--- config.mk ---
export PLATFORM = sky130hd
export DESIGN_NAME = serial_add_ctrl
export DESIGN_NICKNAME = d
export VERILOG_FILES = /design/src/rtl/serial_add_ctrl_pkg.sv /design/src/rtl/fa_cell.sv /design/src/rtl/serial_add_ctrl.sv
export SDC_FILE = /design/constraint.sdc
export NUM_CORES = 1
export LEC_CHECK = 0
export CORE_UTILIZATION = 53
export DETAILED_ROUTE_END_ITERATION = 16
export PLACE_DENSITY_LB_ADDON = 0.15
export SYNTH_ARGS = -nofsm -noshare
export SYNTH_HDL_FRONTEND = slang
export SYNTH_SLANG_ARGS = --single-unit
--- constraint.sdc ---
create_clock -name clk -period 2.3 [get_ports clk]
set_input_delay 0.46 -clock clk [delete_from_list [all_inputs] [get_ports clk]]
set_output_delay 0.46 -clock clk [all_outputs]
set_load 0.1 [all_outputs]
--- src/rtl/serial_add_ctrl_pkg.sv ---
// serial_add_ctrl_pkg
// Shared definitions for the bit-serial adder controller:
//   - state_t : controller state encoding (IDLE / RUN / DONE)
//   - cnt_width() : bit-position counter width, max(1, clog2(W))
package serial_add_ctrl_pkg;

  typedef enum logic [1:0] {
    ST_IDLE = 2'd0,
    ST_RUN  = 2'd1,
    ST_DONE = 2'd2
  } state_t;

  // The counter only needs to reach W-1. A W=1 build still needs one bit
  // so the counter is a real signal.
  function automatic int cnt_width(input int w);
    return (w <= 1) ? 1 : $clog2(w);
  endfunction

endpackage

--- src/rtl/fa_cell.sv ---
// fa_cell
// Purely combinational 1-bit full adder. It is the single arithmetic cell
// that the serial adder time-shares across every bit position.
// Ports:
//   a, b : operand bits
//   ci   : carry in
//   s    : sum bit
//   c    : carry out
module fa_cell (
  input  logic a,
  input  logic b,
  input  logic ci,
  output logic s,
  output logic c
);

  assign s = a ^ b ^ ci;
  assign c = (a & b) | (ci & (a ^ b));

endmodule

--- src/rtl/serial_add_ctrl.sv ---
// serial_add_ctrl
// Bit-serial adder controller. The operands are walked LSB-first through one
// shared fa_cell, one bit per clock. {cout,sum} = a + b + cin, unsigned.
// A start is accepted in IDLE or DONE. RUN then lasts W cycles, and done
// pulses for one cycle. Back-to-back operation gives one add every W+1 cycles.
// Optional build macro: SERIAL_ADD_CTRL_OVF_EN adds the ovf output, which is
// two's-complement overflow registered together with sum.
// Ports:
//   clk   : clock, rising edge
//   rst   : synchronous active-high reset
//   start : request, sampled only in IDLE or DONE
//   a, b  : W-bit operands, captured on the accepted start
//   cin   : carry in, captured on the accepted start
//   busy  : high while in RUN
//   done  : one-cycle pulse, result valid
//   sum   : registered result, held until the next done
//   cout  : registered carry out, held with sum
//   ovf   : (SERIAL_ADD_CTRL_OVF_EN only) registered signed overflow
module serial_add_ctrl
  import serial_add_ctrl_pkg::*;
#(
  parameter int W = 8
) (
  input  logic         clk,
  input  logic         rst,
  input  logic         start,
  input  logic [W-1:0] a,
  input  logic [W-1:0] b,
  input  logic         cin,
  output logic         busy,
  output logic         done,
  output logic [W-1:0] sum,
  output logic         cout
`ifdef SERIAL_ADD_CTRL_OVF_EN
  ,
  output logic         ovf
`endif
);

  localparam int CW = cnt_width(W);

  state_t         state_reg, state_next;
  logic [W-1:0]   a_reg, b_reg;
  logic           c_reg;
  logic [CW-1:0]  cnt_reg;
  logic [W-1:0]   sum_reg;
  logic           cout_reg;

  logic           fa_s, fa_c;
  logic [W-1:0]   s_shift;   // partial sum with this cycle's bit shifted in at the MSB
  logic           last_bit;
  logic           accept;

  fa_cell u_fa (
    .a  (a_reg[0]),
    .b  (b_reg[0]),
    .ci (c_reg),
    .s  (fa_s),
    .c  (fa_c)
  );

  assign last_bit = (cnt_reg == CW'(W - 1));
  assign accept   = start && ((state_reg == ST_IDLE) || (state_reg == ST_DONE));

  // The sum shift register only has to hold the W-1 bits that were produced
  // before the final cycle. The last bit comes straight from the cell and
  // joins the held bits as they are written into sum_reg. A W=1 build needs
  // no storage at all.
  generate
    if (W == 1) begin : g_w1
      assign s_shift = fa_s;
    end else begin : g_wn
      logic [W-2:0] s_part_reg;

      always_ff @(posedge clk) begin
        if (rst) begin
          s_part_reg <= '0;
        end else if (state_reg == ST_RUN) begin
          s_part_reg <= s_shift[W-1:1];
        end
      end

      assign s_shift = {fa_s, s_part_reg};
    end
  endgenerate

  always_comb begin
    state_next = state_reg;
    case (state_reg)
      ST_IDLE: if (start) state_next = ST_RUN;
      ST_RUN:  if (last_bit) state_next = ST_DONE;
      ST_DONE: state_next = start ? ST_RUN : ST_IDLE;
      default: state_next = ST_IDLE;
    endcase
  end

  always_ff @(posedge clk) begin
    if (rst) begin
      state_reg <= ST_IDLE;
      a_reg     <= '0;
      b_reg     <= '0;
      c_reg     <= 1'b0;
      cnt_reg   <= '0;
      sum_reg   <= '0;
      cout_reg  <= 1'b0;
    end else begin
      state_reg <= state_next;
      if (accept) begin
        a_reg   <= a;
        b_reg   <= b;
        c_reg   <= cin;
        cnt_reg <= '0;
      end else if (state_reg == ST_RUN) begin
        a_reg   <= a_reg >> 1;
        b_reg   <= b_reg >> 1;
        c_reg   <= fa_c;
        cnt_reg <= cnt_reg + CW'(1);
        if (last_bit) begin
          sum_reg  <= s_shift;
          cout_reg <= fa_c;
        end
      end
    end
  end

`ifdef SERIAL_ADD_CTRL_OVF_EN
  logic ovf_reg;

  // On the last RUN cycle c_reg is the carry into the MSB and fa_c is the
  // carry out of it. When they differ, the signed result has overflowed.
  always_ff @(posedge clk) begin
    if (rst) begin
      ovf_reg <= 1'b0;
    end else if ((state_reg == ST_RUN) && last_bit && !accept) begin
      ovf_reg <= c_reg ^ fa_c;
    end
  end

  assign ovf = ovf_reg;
`endif

  assign busy = (state_reg == ST_RUN);
  assign done = (state_reg == ST_DONE);
  assign sum  = sum_reg;
  assign cout = cout_reg;

endmodule

==> flow_summary.ini <==
[status]
outcome = completed

[worst_setup_path]
cp_data_arrival_time_ns = 1.37
worstSetupPathType = flip-flop to primary output
path_buf_inv = 2
crit_fanout = 34
critical_path.cell_chain = nand2b_1 -> inv_6 -> buf_12
crit_path_end_kind = primary output
cpPeakStageDelay_ns = 0.42
worstPathRequired_ns = 1.84
rrSetupSlack_ns = 0.87
cp_top_family = buffers and inverters
cp-start-kind = flip-flop
cpMaxStageDelayCell = dfxtp_1

[floorplanning]
initial_utilization_pct = 58.3
die_h_um = 55.4
die_area_sq_mm = 0.00306
core_sq_mm = 0.00259
die-width_um = 55.4
rows = 18
ios = 31

[flow_run]
cap_violations = 0

[timing]
final_hold_viol_count = 0
setup_tns_ns = 0
finalSetupViolations = 0
final_max_slew_viol_count = 0
finalCritPeriodShare_pct = 79.7
relSlewSlack_pct = 68.7
skew_ns = 0.00755
clock.fmax_ghz = 0.545
period_needed_ns = 1.83
rsz0062_at_grt = no
worst_pin_slew_ns = 0.468

[yosys]
syn_inst = 177
syn_nets = 200
synth-seq-area-share_pct = 50.4
avgSynthCellArea_sq_um = 8.53
synthTopCellsByArea = dfxtp_1 50%, nand2_1 10%, a21oi_1 6.3%
synth_area_sq_mm = 0.00151
ys_ff_latch = 38
ys_types = 22
yosys_warnings = 0
synth.top_cell.area_share_pct = 50.4
yosysTopAreaCell = dfxtp_1

[clock_tree]
holdBufCountCts = 0
clock_sinks = 38
cts_max_path_buffers = 2
cts_setup_buffers = 0
clock_latency_ns = 0.34
cts-resized-gates = 0
cts_tree = built
clkTransAtPathRegs_ns = 0.10
cts-root-buf = clkbuf_4
htreeDepth = 2
cts_buffers = 5

[finish]
layout.nets = 227
fillers = 211
multi_input_area_sq_um = 653
syn2layout_area_growth_pct = 22.1
diodes = 0
drive_gt1_share_pct = 11.7
seqCellArea_sq_um = 761
final_cell_mix = 40 x nand2_1, 38 x dfxtp_1, 19 x a21oi_1, 19 x clkdlybuf4s50_1, 15 x buf_4
final_common_cell = nand2_1

[detailed_routing]
vias_per_cell = 5.57
detail-route-antenna-nets = 0
drt_first_pass_iters = 4
totalWireLength_mm = 3.21
drc = 0
drtIter0Drc = 41
vias = 1310
avgRoutedWirePerCell_um = 13.6

[grt]
grt_pass1_vias = 1224
gr-total-overflow = 0
antenna_found_initial = 0
grt_pass1_wl_mm = 5.40
grt_max_degree = 39
grt_usage_pct = 22.3

[place]
hpwl_mm = 2.05
port_buffers = 30
place_congestion = 0.761

[power_and_ir_drop]
power_leakage_nw = 0.690
p_total_mw = 1.24
power_density_mw_per_mm2 = 674
irDropWorstVdd_uv = 515

[hold_path]
hold_class = flip-flop to flip-flop
[synth_stat cells]
cell      count
nor2_1       10
nand3b_1      1
inv_6         1
a311oi_1      8
mux2i_1       3
a22oi_1       2
o22ai_1       5
nor3_1       14
buf_6         2
clkbuf_1      5
ha_1          2
xnor2_1       1
nor2b_1       2
buf_4         2
fa_1          1
nand2_1      40
nand2b_1      2
buf_2         6
o21a_1        1
a21oi_1      19
dfxtp_1      38
nand3_1      12
[layout make-up]
class                   instances  share of cell area [%]
clock buffers                   7                    2.99
repair buffers                 35                    17.5
multi-input cells             123                    35.4
clock inverters                 1                   0.272
inverters                       1                   0.475
well taps                      30                    2.04
flip-flops and latches         38                    41.3
[cell families (layout without fill, tap and decap cells)]
| family | Yosys count | in the layout | synth area share (%) |
|---|---|---|---|
| mux | 3 | 3 | 1.99 |
| flops | 38 | 38 | 50.4 |
| simple gates | 81 | 81 | 23.2 |
| xor+xnor | 1 | 1 | 0.581 |
| fa+ha+maj | 3 | 3 | 2.98 |
| buf+inv | 16 | 44 | 6.30 |
| compound gates | 35 | 35 | 14.5 |
[report_power, final]
group / total [mW] / leakage, nW / internal (mW) / switching (mW)
logic: 0.173 / 0.344 / 0.0774 / 0.0960
clock network: 0.359 / 0.0353 / 0.148 / 0.211
registers: 0.711 / 0.310 / 0.690 / 0.0210
[worst min-delay path, cell delays in order (launching register included)]
cell     delay, ns
dfxtp_1       0.32
nand2_1       0.05
a21oi_1       0.05
[final timing paths]
kind | startpoint | to | cells after the start
worst min register to register | sum[1] | sum[1] | 2
worst min-delay path | sum[1] | sum[1] | 2
worst max register to register | cnt_reg[0] | cout | 5
worst max-delay path | state_reg[0] | busy | 3
[routing by layer]
| metal | routed length, um | vias up | track usage, % | share of wire (%) |
|---|---|---|---|---|
| li1 | - | 666 | - | - |
| met1 | 1500 | 597 | 27.4 | 47 |
| met2 | 1490 | 40 | 35.6 | 46 |
| met3 | 169 | 7 | 7.26 | 5.3 |
| met4 | 53 | 0 | 9.64 | 1.7 |
| met5 | 0 | - | 0 | 0 |
[metrics by stage]
step                      worst slack (ns)  cells  hold WS [ns]  util, %  instance area [sq um]
final                                0.466    235         0.459     71.2                   1840
after global routing                 0.366    235         0.478     71.2                   1840
after CTS                            0.471    235         0.462     71.2                   1840
after detailed placement             0.462    227         0.447     68.8                   1780
after global placement               0.488    227         0.444     68.8                   1780
after floorplan                      0.176    177         0.437        -                   1510
No activity file was read; power rests on OpenSTA's default activity.
